## config.mk

```make
export PLATFORM = sky130hd
export DESIGN_NAME = ones_comp_seq_muldiv
export DESIGN_NICKNAME = d
export VERILOG_FILES = /design/src/rtl/ones_comp_seq_muldiv.sv
export SDC_FILE = /design/constraint.sdc
export NUM_CORES = 1
export LEC_CHECK = 0
export CORE_MARGIN = 2
export CORE_UTILIZATION = 31
export CTS_CLUSTER_SIZE = 40
export DETAILED_ROUTE_END_ITERATION = 10
export HOLD_SLACK_MARGIN = 0.08
export PLACE_DENSITY = 0.53
export SYNTH_ARGS = -nofsm -noshare
export SYNTH_HDL_FRONTEND = slang
export SYNTH_SLANG_ARGS = --single-unit
export TNS_END_PERCENT = 10
```

## constraint.sdc

```tcl
create_clock -name clk -period 3.2 [get_ports clk]
set_input_delay 0.64 -clock clk [delete_from_list [all_inputs] [get_ports clk]]
set_output_delay 0.64 -clock clk [all_outputs]
set_load 0.02 [all_outputs]
```

## src/rtl/ones_comp_seq_muldiv.sv

```systemverilog
// Iterative one's-complement multiply/divide unit, one shift-add or restoring-subtract step per cycle.
// Build with OCMD_DIV_EN defined for the divider datapath; otherwise divides report overflow.
module ones_comp_seq_muldiv #(
  parameter int unsigned WIDTH = 15
) (
  input  logic               clk,
  input  logic               rst,
  input  logic               start,
  input  logic               op,
  input  logic [2*WIDTH-1:0] opa,
  input  logic [WIDTH-1:0]   opb,
  output logic [WIDTH-1:0]   result_hi,
  output logic [WIDTH-1:0]   result_lo,
  output logic               busy,
  output logic               done,
  output logic               div_zero,
  output logic               overflow
);

  localparam int unsigned MW = WIDTH - 1;
  localparam int unsigned CW = $clog2(WIDTH);
  localparam logic [CW-1:0] LastStep = CW'(MW - 1);

  localparam logic [1:0] StIdle = 2'd0;
  localparam logic [1:0] StCalc = 2'd1;
  localparam logic [1:0] StDone = 2'd2;

  logic [1:0]         state_q, state_d;
  logic [CW-1:0]      step_q, step_d;
  logic               sign_q, sign_d;
  logic [MW-1:0]      low_q, low_d;
  logic [2*MW-1:0]    mcand_q, mcand_d;
  logic [2*MW-1:0]    prod_q, prod_d;
  logic [WIDTH-1:0]   res_hi_q, res_hi_d;
  logic [WIDTH-1:0]   res_lo_q, res_lo_d;
  logic               busy_q, busy_d;
  logic               done_q, done_d;
  logic               ovf_q, ovf_d;

  logic               a_sign, b_sign;
  logic [MW-1:0]      a_mag, b_mag;
  logic [2*MW-1:0]    mul_prod;
  logic [2*WIDTH-1:0] prod_word;

  // A -0 operand collapses to magnitude 0 here.
  assign a_sign   = opa[WIDTH-1];
  assign b_sign   = opb[WIDTH-1];
  assign a_mag    = a_sign ? ~opa[MW-1:0] : opa[MW-1:0];
  assign b_mag    = b_sign ? ~opb[MW-1:0] : opb[MW-1:0];
  assign mul_prod = low_q[0] ? (prod_q + mcand_q) : prod_q;

`ifdef OCMD_DIV_EN
  logic               op_q, op_d;
  logic               nsign_q, nsign_d;
  logic [MW-1:0]      dmag_q, dmag_d;
  logic [MW-1:0]      rem_q, rem_d;
  logic               dz_q, dz_d;
  logic               n_sign;
  logic [2*WIDTH-2:0] n_mag;
  logic [WIDTH-1:0]   n_top;
  logic               div_err;
  logic [MW+1:0]      trial;
  logic               unused_trial_bit;

  assign n_sign  = opa[2*WIDTH-1];
  assign n_mag   = n_sign ? ~opa[2*WIDTH-2:0] : opa[2*WIDTH-2:0];
  assign n_top   = n_mag[2*WIDTH-2:WIDTH-1];
  // Upper numerator half >= denominator means the quotient needs more than MW bits.
  assign div_err = (b_mag == '0) || (n_top >= {1'b0, b_mag});
  assign trial   = {1'b0, rem_q, low_q[MW-1]} - {2'b00, dmag_q};
  assign unused_trial_bit = trial[MW];
  assign div_zero = dz_q;

  function automatic logic [WIDTH-1:0] oc_word(input logic neg, input logic [MW-1:0] mag);
    return (neg && (|mag)) ? ~{1'b0, mag} : {1'b0, mag};
  endfunction
`else
  logic unused_opa_hi;
  assign unused_opa_hi = ^opa[2*WIDTH-1:WIDTH];
  assign div_zero      = 1'b0;
`endif

  always_comb begin
    state_d   = state_q;
    step_d    = step_q;
    sign_d    = sign_q;
    low_d     = low_q;
    mcand_d   = mcand_q;
    prod_d    = prod_q;
    res_hi_d  = res_hi_q;
    res_lo_d  = res_lo_q;
    busy_d    = busy_q;
    done_d    = 1'b0;
    ovf_d     = ovf_q;
    prod_word = '0;
`ifdef OCMD_DIV_EN
    op_d    = op_q;
    nsign_d = nsign_q;
    dmag_d  = dmag_q;
    rem_d   = rem_q;
    dz_d    = dz_q;
`endif

    case (state_q)
      StIdle: begin
        if (start) begin
          step_d = '0;
          ovf_d  = 1'b0;
`ifdef OCMD_DIV_EN
          op_d = op;
          dz_d = 1'b0;
`endif
          if (!op) begin
            sign_d  = a_sign ^ b_sign;
            mcand_d = {{MW{1'b0}}, a_mag};
            prod_d  = '0;
            low_d   = b_mag;
            state_d = StCalc;
            busy_d  = 1'b1;
          end else begin
`ifdef OCMD_DIV_EN
            sign_d  = n_sign ^ b_sign;
            nsign_d = n_sign;
            dmag_d  = b_mag;
            rem_d   = n_mag[2*WIDTH-3:WIDTH-1];
            low_d   = n_mag[WIDTH-2:0];
            if (div_err) begin
              dz_d     = (b_mag == '0);
              ovf_d    = (b_mag != '0);
              res_hi_d = '0;
              res_lo_d = '0;
              state_d  = StDone;
              done_d   = 1'b1;
            end else begin
              state_d = StCalc;
              busy_d  = 1'b1;
            end
`else
            ovf_d    = 1'b1;
            res_hi_d = '0;
            res_lo_d = '0;
            state_d  = StDone;
            done_d   = 1'b1;
`endif
          end
        end
      end

      StCalc: begin
        step_d  = step_q + CW'(1);
        prod_d  = mul_prod;
        mcand_d = mcand_q << 1;
        low_d   = low_q >> 1;
`ifdef OCMD_DIV_EN
        // Quotient bits shift into low as the numerator bits shift out.
        if (op_q) begin
          if (!trial[MW+1]) begin
            rem_d = trial[MW-1:0];
            low_d = {low_q[MW-2:0], 1'b1};
          end else begin
            rem_d = {rem_q[MW-2:0], low_q[MW-1]};
            low_d = {low_q[MW-2:0], 1'b0};
          end
        end
`endif
        if (step_q == LastStep) begin
          state_d   = StDone;
          busy_d    = 1'b0;
          done_d    = 1'b1;
          prod_word = {2'b00, prod_d};
          if (sign_q && (|prod_d)) prod_word = ~prod_word;
          res_hi_d  = prod_word[2*WIDTH-1:WIDTH];
          res_lo_d  = prod_word[WIDTH-1:0];
`ifdef OCMD_DIV_EN
          if (op_q) begin
            res_hi_d = oc_word(sign_q, low_d);
            res_lo_d = oc_word(nsign_q, rem_d);
          end
`endif
        end
      end

      StDone:  state_d = StIdle;
      default: state_d = StIdle;
    endcase
  end

  always_ff @(posedge clk) begin
    if (rst) begin
      state_q  <= StIdle;
      step_q   <= '0;
      sign_q   <= 1'b0;
      low_q    <= '0;
      mcand_q  <= '0;
      prod_q   <= '0;
      res_hi_q <= '0;
      res_lo_q <= '0;
      busy_q   <= 1'b0;
      done_q   <= 1'b0;
      ovf_q    <= 1'b0;
`ifdef OCMD_DIV_EN
      op_q     <= 1'b0;
      nsign_q  <= 1'b0;
      dmag_q   <= '0;
      rem_q    <= '0;
      dz_q     <= 1'b0;
`endif
    end else begin
      state_q  <= state_d;
      step_q   <= step_d;
      sign_q   <= sign_d;
      low_q    <= low_d;
      mcand_q  <= mcand_d;
      prod_q   <= prod_d;
      res_hi_q <= res_hi_d;
      res_lo_q <= res_lo_d;
      busy_q   <= busy_d;
      done_q   <= done_d;
      ovf_q    <= ovf_d;
`ifdef OCMD_DIV_EN
      op_q     <= op_d;
      nsign_q  <= nsign_d;
      dmag_q   <= dmag_d;
      rem_q    <= rem_d;
      dz_q     <= dz_d;
`endif
    end
  end

  assign result_hi = res_hi_q;
  assign result_lo = res_lo_q;
  assign busy      = busy_q;
  assign done      = done_q;
  assign overflow  = ovf_q;

endmodule

```

==> out/metrics.yaml, run 1 <==
status:
  status: "finished with violations"
  violations: "setup timing"
finish:
  nets: 1112
  area_growth_pct: 39.0
  stdcell_count: 1313
  drive_above_1_share: 0.258
  fin_util: 0.442
  n_antenna_cell: 0
logic_synthesis:
  synthesis.nets: 941
  synth_xor_area_frac: 0.0545
  synthCells: 862
  ys_seq_area_frac: 0.323
  synth_seq_cells: 109
  synth-simple-area-share: 0.218
  synth_compound_area_frac: 0.273
  syn_area_mm2: 0.00675
  ys_types: 72
  yosys_warnings: 0
  synth_edf_count: 0
  synth_top_family_by_area: "compound AO/OA/AOI/OAI gates"
  synth_mux_area_frac: 0.0241
  syn_avg_cell_area_um2: 7.83
  yosys_most_used_dff: "dfxtp_1"
  async_reset_ff_frac: 0
  synthAdderAreaFrac: 0.0567
job:
  max_cap_viol_count: 0
timing:
  worst_slew_pin_slew_ns: 1.04
  setup_viol: 29
  min_period_ns: 3.29
  fin_ws_ns: -0.0884
  hold_viol: 0
  whs_ns: 0.467
  finalCritPeriodShare: 1.03
  rsz0062_at_grt: "yes"
  max_freq_mhz: 304
  fin_skew_ns: 0.0123
  finalMaxSlewViolations: 0
  slew_headroom: 0.308
power_and_ir_drop:
  leakage_uw: 0.00360
  powerDensity_mw_per_mm2: 359
  peakVddDrop_mv: 0.281
critical_path:
  crit_type: "register to register"
  crit_chain: "ha_4 -> and2_4 -> a221oi_4 -> a21oi_4 -> buf_6 -> or4_4 -> a31oi_4 -> o311a_1 -> o2111ai_4 -> nor4_4 -> buf_6 -> clkbuf_16 -> o21ai_2"
  critPathSlowestCell: "or4_4"
  startpoint_type: "register"
  required_ns: 3.45
  arrival_ns: 3.54
  end_kind: "register"
  max_stage_delay_ns: 0.42
  ff2ff_setup_slack_ns: -0.09
  cpMostUsedCell: "buf_6"
  worst-path-max-fanout: 7
detailed_routing:
  drt_pass1_iterations: 4
  drt-initial-drc-count: 382
  via_count: 6814
  post_drt_via_cell_ratio: 5.19
  drc: 0
  routedWlPerCell_um: 16.2
  ant_nets: 0
  wirelength_mm: 21.3
global_route:
  grt_max_degree: 70
  grt_pass1_wl_mm: 34.0
  grt_pass1_vias: 6492
  track_usage: 0.188
  grt_overflow_total: 0
  antenna_found_initial: 0
placement:
  gp_congestion: 0.918
  dp_hpwl_mm: 15.8
  dp_cells: 1282
  portBuffers: 66
worst_hold_path:
  hold_class: "register to register"
clocking:
  cts_tree: "yes"
  postCtsHoldBufs: 0
  clockRootBuffer: "clkbuf_16"
  htree_levels: 3
  ctsLongestPathBuffers: 2
  clk_pin_slew_ns: 0.09
  cts_inserted_buffers: 9
  clk-insertion-delay-late_ns: 0.37
  cts.sinks: 109
floorplan:
  core-area_mm2: 0.0212
  die_w_um: 152
  die_area_mm2: 0.0230
  fp-row-count: 53
  start_util: 0.318
  die_y_um: 152
  pin_count: 83
metrics by stage:
step / power [uW] / worst slack [ns] / TNS [ns] / instance area [um^2]
2_1_floorplan: 1840 / 0.0206 / 0 / 6770
3_3_place_gp: 2090 / -0.355 / -9.65 / 8600
3_5_place_dp: 2090 / -0.361 / -9.71 / 8600
4_1_cts: 3350 / -0.155 / -3.39 / 9140
5_1_grt: 3520 / -0.231 / -5.93 / 9380
6_report: 3370 / -0.0884 / -2.06 / 9380
power by group:
group / switching [uW] / internal, uW / leakage (uW) / total [uW]
clock network: 602 / 557 / 0.000148 / 1160
registers: 40.5 / 1400 / 0.000888 / 1440
logic: 402 / 366 / 0.00257 / 768
total: 1040 / 2330 / 0.00360 / 3370
logic make-up (layout without fill, tap and decap cells):
group | Yosys count | count (layout)
AOI/OAI and AO/OA | 265 | 265
xor gates and xnor gates | 42 | 42
adders and majority gates | 30 | 30
buffers and inverters | 77 | 253
DFF | 109 | 109
muxes | 16 | 16
other | 1 | 1
and+or+nand+nor | 322 | 322
final timing paths:
| check | start | endpoint | cells after the start |
|---|---|---|---|
| setup / recovery | prod_q[4]$_SDFFE_PP0P_ | result_lo[13]$_SDFFE_PP0P_ | 13 |
| setup reg to reg | prod_q[4]$_SDFFE_PP0P_ | result_lo[13]$_SDFFE_PP0P_ | 13 |
| hold reg to reg | overflow$_SDFFE_PP0P_ | overflow$_SDFFE_PP0P_ | 2 |
| hold / removal | overflow$_SDFFE_PP0P_ | overflow$_SDFFE_PP0P_ | 2 |
cells in the final DEF, fill, tap and decap left out, types with 4 or more instances in the layout:
cell | synthesis | layout
xor2_1 | 12 | 11
a2111oi_0 | 26 | 25
or2_2 | 8 | 8
or3_1 | 9 | 9
a31oi_1 | 6 | 4
a21oi_2 | 1 | 7
clkdlybuf4s50_1 | 0 | 65
a21o_1 | 8 | 8
nor2b_1 | 8 | 7
o31ai_1 | 18 | 15
a211oi_1 | 9 | 6
o21a_1 | 7 | 7
a21oi_1 | 81 | 75
ha_4 | 0 | 5
o21ai_2 | 10 | 12
nand3_1 | 23 | 22
mux2i_1 | 14 | 11
dfxtp_2 | 0 | 9
clkbuf_16 | 0 | 10
xnor2_1 | 30 | 30
nor2_1 | 160 | 158
a311oi_2 | 0 | 4
ha_2 | 0 | 6
ha_1 | 29 | 18
nor3_1 | 20 | 20
a211oi_2 | 2 | 4
o21ai_0 | 32 | 19
buf_4 | 3 | 155
dfxtp_1 | 109 | 100
inv_1 | 9 | 9
a22oi_1 | 34 | 33
nand2_1 | 52 | 52
nand4_1 | 11 | 11
o21ai_1 | 1 | 11
and3_1 | 5 | 5
critical path: cells and delay by family (launching register included):
kind	cells	cell delay (ns)
simple gates	3	0.87
compound gates	6	1.18
fa+ha+maj	1	0.25
buf+inv	3	0.52
flops	1	0.35
what timing repair did:
item                       CTS  global route
resized for setup           38            39
setup buffers                7             5
pin swaps                   22            15
setup endpoints to repair   29            29
cloned                       2             1
area by class of cell:
cell class,count,area (um^2)
fillers,2150,11800
clock buffers,9,225
flip-flops and latches,109,2190
multi-input cells,676,4550
inverters,9,33.8
repair buffers,228,1950
clock inverters,7,78.8
well taps,275,344
synth_stat cells, types with 18 or more instances:
library cell / count / area [um^2]
nor3_1: 20 / 100
dfxtp_1: 109 / 2180
a21oi_1: 81 / 405
o21ai_0: 32 / 160
clkbuf_1: 48 / 180
a2111oi_0: 26 / 228
a22oi_1: 34 / 255
nand3_1: 23 / 115
xnor2_1: 30 / 263
o31ai_1: 18 / 135
ha_1: 29 / 363
nor2_1: 160 / 601
nand2_1: 52 / 195
sequential cells by signal, summed over array words and instances (netlist names):
register / flops
step_q: 4
mcand_q: 28
prod_q: 28
sign_q: 1
done: 1
state_q: 2
low_q: 14
result_hi: 14
overflow: 1
result_lo: 15
busy: 1
layer usage:
layer	share of wire	global-route usage	wire length, um	vias up
met5	0	0	0	-
li1	-	-	-	3471
met2	0.46	0.307	9810	127
met1	0.48	0.252	10100	3182
met3	0.032	0.0266	683	34
met4	0.032	0.0685	680	0
(Power assumes the default switching activity.)
==> run 2: changes to the inputs <==
Settings changed: MAX_ROUTING_LAYER set to met4, PLACE_DENSITY 0.53 to not set, SKIP_LAST_GASP set to 1.
==> run 2 against run 1 <==
Sequential share of layout area is 0.38 points higher. Maximum frequency down 3.5%. Combinational power shrank 4.2%. Non-clock buffer count shrank 19. Via count grew 0.56%. Critical endpoint is now result_hi[11]$_SDFFE_PP0P_. Setup slack worse by 0.12 ns. Critical path depth grew 1. The run still ends with setup timing left. Power rose by 2.8%. Clock-buffer cell count is 2 higher. Clock power rose by 11%.
==> out/metrics.yaml, run 2 (synthesized netlist as in run 1, its figures left out) <==
timing:
  slew_headroom: 0.327  # +0.0190
  hold_viol: 0  # unchanged
  fin_skew_ns: 0.0130  # +0.000669 ns
  finalCritPeriodShare: 1.06  # +0.0370
  whs_ns: 0.464  # -0.00377 ns
  worst_slew_pin_slew_ns: 1.01  # -0.0284 ns
  finalMaxSlewViolations: 0  # unchanged
  min_period_ns: 3.41  # +0.118 ns
  fin_ws_ns: -0.207  # -0.118 ns
  max_freq_mhz: 294  # -3.5%
  rsz0062_at_grt: "yes"
  setup_viol: 29  # unchanged
clocking:
  ctsLongestPathBuffers: 2  # unchanged
  cts.sinks: 109  # unchanged
  clk-insertion-delay-late_ns: 0.36  # about the same
  clk_pin_slew_ns: 0.08  # about the same
  htree_levels: 3  # unchanged
  cts_inserted_buffers: 9  # unchanged
  postCtsHoldBufs: 0  # unchanged
  cts_tree: "yes"
  clockRootBuffer: "clkbuf_16"
placement:
  dp_slack_ns: -0.366  # -0.00512 ns
  dp_hpwl_mm: 15.4  # -2.4%
  portBuffers: 66  # unchanged
  gp_congestion: 0.952  # +3.7%
  post_dp_cell_area_mm2: 0.00851  # -1.1%
floorplan:
  die_area_mm2: 0.0230  # unchanged
  start_util: 0.318  # unchanged
  pin_count: 83  # unchanged
  fp-row-count: 53  # unchanged
  core-area_mm2: 0.0212  # unchanged
  die_y_um: 152  # unchanged
  die_w_um: 152  # unchanged
finish:
  final_common_cell: "nor2_1"
  nets: 1093  # -1.7%
  final_cell_mix: "159 x nor2_1, 136 x buf_4, 103 x dfxtp_1, 78 x a21oi_1, 65 x clkdlybuf4s50_1"
  design_area_mm2: 0.00921  # -1.8%
  n_antenna_cell: 0  # unchanged
  nFillCells: 2190  # +1.9%
  area_growth_pct: 36.5
  drive_above_1_share: 0.228  # -0.0305
  fin_util: 0.434  # -0.00778
status:
  status: "finished with violations"
  violations: "setup timing"
critical_path:
  worst-path-max-fanout: 7  # unchanged
  required_ns: 3.45  # about the same
  arrival_ns: 3.65  # +0.11 ns
  crit_type: "register to register"
  end_kind: "register"
  ff2ff_setup_slack_ns: -0.21  # -0.12 ns
  startpoint_type: "register"
detailed_routing:
  drc: 0  # unchanged
  routedWlPerCell_um: 16.3  # +0.49%
  via_count: 6852  # +0.56%
  drt-initial-drc-count: 424  # +11%
  post_drt_via_cell_ratio: 5.30  # +2.0%
  wirelength_mm: 21.1  # -0.97%
  ant_nets: 0  # unchanged
  drt_pass1_iterations: 5  # +1
power_and_ir_drop:
  peakVddDrop_mv: 0.244  # -13%
  powerDensity_mw_per_mm2: 376  # +4.7%
  leakage_uw: 0.00357  # -0.93%
global_route:
  grt_max_degree: 49  # -30%
  antenna_found_initial: 0  # unchanged
  grt_overflow_total: 0  # unchanged
  grt_pass1_vias: 6550  # +0.89%
  grt_pass1_wl_mm: 34.1  # +0.32%
  track_usage: 0.193  # +0.00515
job:
  max_cap_viol_count: 0  # unchanged
worst_hold_path:
  hold_class: "register to register"
[run 2: report_power, final]
part	total, uW	internal, uW	switching [uW]
clock	1290	740	547
combinational	736	344	392
sequential	1440	1400	40.7
[run 2: critical path, stage by stage (launching register included)]
cell	delay [ns]
dfxtp_2	0.34
ha_4	0.16
fa_2	0.36
a211oi_4	0.29
o211a_1	0.25
a211oi_4	0.07
or2_4	0.25
buf_6	0.12
a221oi_4	0.28
nor3b_4	0.24
nand4_1	0.17
nor4_4	0.31
buf_6	0.21
buf_16	0.15
o31ai_2	0.06
[run 2: path summary, 6_finish.rpt]
check                     startpoint  depth (start not counted)                    endpoint
min reg2reg    overflow$_SDFFE_PP0P_                          2       overflow$_SDFFE_PP0P_
max          mcand_q[0]$_SDFFE_PP0P_                         14  result_hi[11]$_SDFFE_PP0P_
max reg2reg  mcand_q[0]$_SDFFE_PP0P_                         14  result_hi[11]$_SDFFE_PP0P_
min            overflow$_SDFFE_PP0P_                          2       overflow$_SDFFE_PP0P_
[run 2: final cells by class]
cell class | count | area [um^2] | share of cell area
clock inverter | 5 | 88.8 | 0.00964
multi-input combinational | 676 | 4480 | 0.486
sequential | 109 | 2190 | 0.238
timing repair buffer | 209 | 1820 | 0.198
tap | 275 | 344 | 0.0373
inverter | 9 | 33.8 | 0.00367
clock buffer | 11 | 253 | 0.0274
[run 2: per-stage QoR]
stage,setup TNS [ns],power (uW),instances
2_1_floorplan,0,1840,862
3_3_place_gp,-6.68,2070,1268
3_5_place_dp,-9.05,2080,1268
4_1_cts,-5.77,3470,1292
5_1_grt,-10.15,3610,1294
6_report,-5.32,3460,1294
[run 2: timing repair]
action                                  4_1_cts  5_1_grt
gates cloned                                  3        0
gates resized for setup                      30       31
pin swaps                                    14       15
buffers inserted                              5        2
endpoints found under the setup margin       29       31
[run 2: routing by layer]
layer	track usage	wire length (um)
met5	-	0
met4	0.0634	616
met2	0.310	9870
met3	0.0275	731
met1	0.251	9860
==> run 3: changes to the inputs <==
Settings changed: CTS_BUF_LIST set to sky130_fd_sc_hd__clkbuf_4 sky130_fd_sc_hd__clkbuf_8, TNS_END_PERCENT 10 to 5.
==> run 3 against run 2 <==
Power down 8.0%. The run still ends with setup timing left. Clock power shrank 22%. Setup slack got worse by 0.0023 ns.
==> out/metrics.yaml, run 3 (synthesized netlist as in run 1, its figures left out) <==
timing:
  hold_viol: 0  # unchanged
  rsz0062_at_grt: "yes"
  worst_slew_pin_slew_ns: 0.982  # -0.0273 ns
  setup_viol: 29  # unchanged
  slew_headroom: 0.345  # +0.0182
  finalMaxSlewViolations: 0  # unchanged
  max_freq_mhz: 293  # about the same
  setup_tns_ns: -5.05  # +0.277 ns
  fin_ws_ns: -0.209  # -0.00228 ns
  finalCritPeriodShare: 1.07  # about the same
  fin_skew_ns: 0.0219  # +0.00889 ns
  min_period_ns: 3.41  # +0.00228 ns
floorplan:
  die_area_mm2: 0.0230  # unchanged
  pin_count: 83  # unchanged
  fp-row-count: 53  # unchanged
  die_y_um: 152  # unchanged
  core-area_mm2: 0.0212  # unchanged
  die_w_um: 152  # unchanged
  start_util: 0.318  # unchanged
placement:
  dp_cells: 1268  # unchanged
  portBuffers: 66  # unchanged
  gp_congestion: 0.952  # unchanged
  dp_hpwl_mm: 15.4  # unchanged
critical_path:
  startpoint: "prod_q[0]$_SDFFE_PP0P_"
  startpoint_type: "register"
  required_ns: 3.49  # +0.04 ns
  crit_type: "register to register"
  arrival_ns: 3.70  # +0.05 ns
  r2r-start: "prod_q[0]$_SDFFE_PP0P_"
  end_kind: "register"
  worst-path-max-fanout: 7  # unchanged
finish:
  stdcell_count: 1296  # +0.15%
  n_antenna_cell: 0  # unchanged
  multiInputGateArea_mm2: 0.00444  # -0.89%
  nFillCells: 2209  # +0.87%
  nets: 1095  # +0.18%
  drive_above_1_share: 0.220  # -0.00730
  final_cell_mix: "159 x nor2_1, 138 x buf_4, 103 x dfxtp_1, 79 x a21oi_1, 65 x clkdlybuf4s50_1"
  seqCellArea_mm2: 0.00219  # unchanged
  area_growth_pct: 34.6
  fin_util: 0.428  # -0.00595
  final_common_cell: "nor2_1"
status:
  status: "finished with violations"
  violations: "setup timing"
detailed_routing:
  via_count: 6829  # -0.34%
  drc: 0  # unchanged
  drt_pass1_iterations: 6  # +1
  ant_nets: 0  # unchanged
  wirelength_mm: 21.1  # +0.15%
  drt-initial-drc-count: 400  # -5.7%
  post_drt_via_cell_ratio: 5.27  # -0.49%
  routedWlPerCell_um: 16.3  # about the same
clocking:
  postCtsHoldBufs: 0  # unchanged
  cts_inserted_buffers: 9  # unchanged
  clk_pin_slew_ns: 0.11  # +0.03 ns
  clk-insertion-delay-late_ns: 0.41  # +0.05 ns
  clockRootBuffer: "clkbuf_8"
  cts_tree: "yes"
  htree_levels: 3  # unchanged
  cts.sinks: 109  # unchanged
  ctsLongestPathBuffers: 2  # unchanged
power_and_ir_drop:
  internal_power_uw: 2240  # -9.8%
  peakVddDrop_mv: 0.232  # -4.8%
  p_sw_frac: 0.297  # +0.0137
  leakage_uw: 0.00351  # -1.7%
  combinationalPowerShare: 0.230  # +0.018
  power_frac_seq: 0.453  # +0.037
  power_uw: 3190  # -8.0%
  clock_power_share: 0.318  # -0.053
  p_sw_uw: 945  # -3.6%
  powerDensity_mw_per_mm2: 351  # -6.7%
worst_hold_path:
  min-delay-start: "overflow$_SDFFE_PP0P_"
  hold_class: "register to register"
global_route:
  grt_pass1_vias: 6503  # -0.72%
  grt_overflow_total: 0  # unchanged
  antenna_found_initial: 0  # unchanged
  track_usage: 0.193  # +0.000325
  grt_pass1_wl_mm: 34.0  # -0.49%
  grt_max_degree: 49  # unchanged
job:
  max_cap_viol_count: 0  # unchanged
## run 3: cell count changes in the layout (fill, tap and decap cells not counted), sizes merged
cell | previous run | this run
buf | 144 | 146
## run 3: layout make-up
type | instances | area share
inverters | 9 | 0.00372
multi-input cells | 676 | 0.489
repair buffers | 211 | 0.202
clock buffers | 11 | 0.0167
well taps | 275 | 0.0379
flip-flops and latches | 109 | 0.241
clock inverters | 5 | 0.00978
## run 3: metrics by stage
stage,area [um^2],setup WS (ns),hold WS (ns)
floorplan,6770,0.0206,0.450
global placement,8510,-0.252,0.448
detailed placement,8510,-0.366,0.452
CTS,8980,-0.219,0.470
global route,9090,-0.393,0.493
finish,9090,-0.209,0.467
## run 3: routing by layer
layer  share of wire  global-route usage
met5               0                   -
met4           0.030              0.0657
met3           0.036              0.0266
met2            0.47               0.309
met1            0.46               0.252
## run 3: timing repair
item                       in CTS  in global routing
cloned                          3                  0
pin swaps                      12                 12
buffers inserted                7                  2
setup endpoints to repair      29                 31
gates resized for setup        26                 21
hold endpoints to repair        0                  0
## run 3: critical path, stage by stage, from the launching register on
cell and delay [ns]:
dfxtp_2 0.35, ha_4 0.16, fa_2 0.36, a211oi_4 0.29, o211a_1 0.25, a211oi_4 0.07, or2_4 0.25, buf_6 0.12
a221oi_4 0.26, nor3b_4 0.24, nand4_1 0.17, nor4_4 0.31, buf_6 0.21, buf_16 0.15, o31ai_1 0.07
## run 3: final timing paths
path / end / slack [ns] / cells after the start
max: result_hi[4]$_SDFFE_PP0P_ / -0.21 / 14
min reg2reg: overflow$_SDFFE_PP0P_ / 0.47 / 2
min: overflow$_SDFFE_PP0P_ / 0.47 / 2
max reg2reg: result_hi[4]$_SDFFE_PP0P_ / -0.21 / 14
## run 3: power groups by stage
stage / Clock [uW] / Sequential, uW / Combinational [uW]
2_1_floorplan: 0 / 1460 / 381
3_3_place_gp: 0 / 1470 / 605
3_5_place_dp: 0 / 1470 / 609
4_1_cts: 1030 / 1440 / 722
5_1_grt: 1080 / 1450 / 796
6_report: 1010 / 1440 / 732
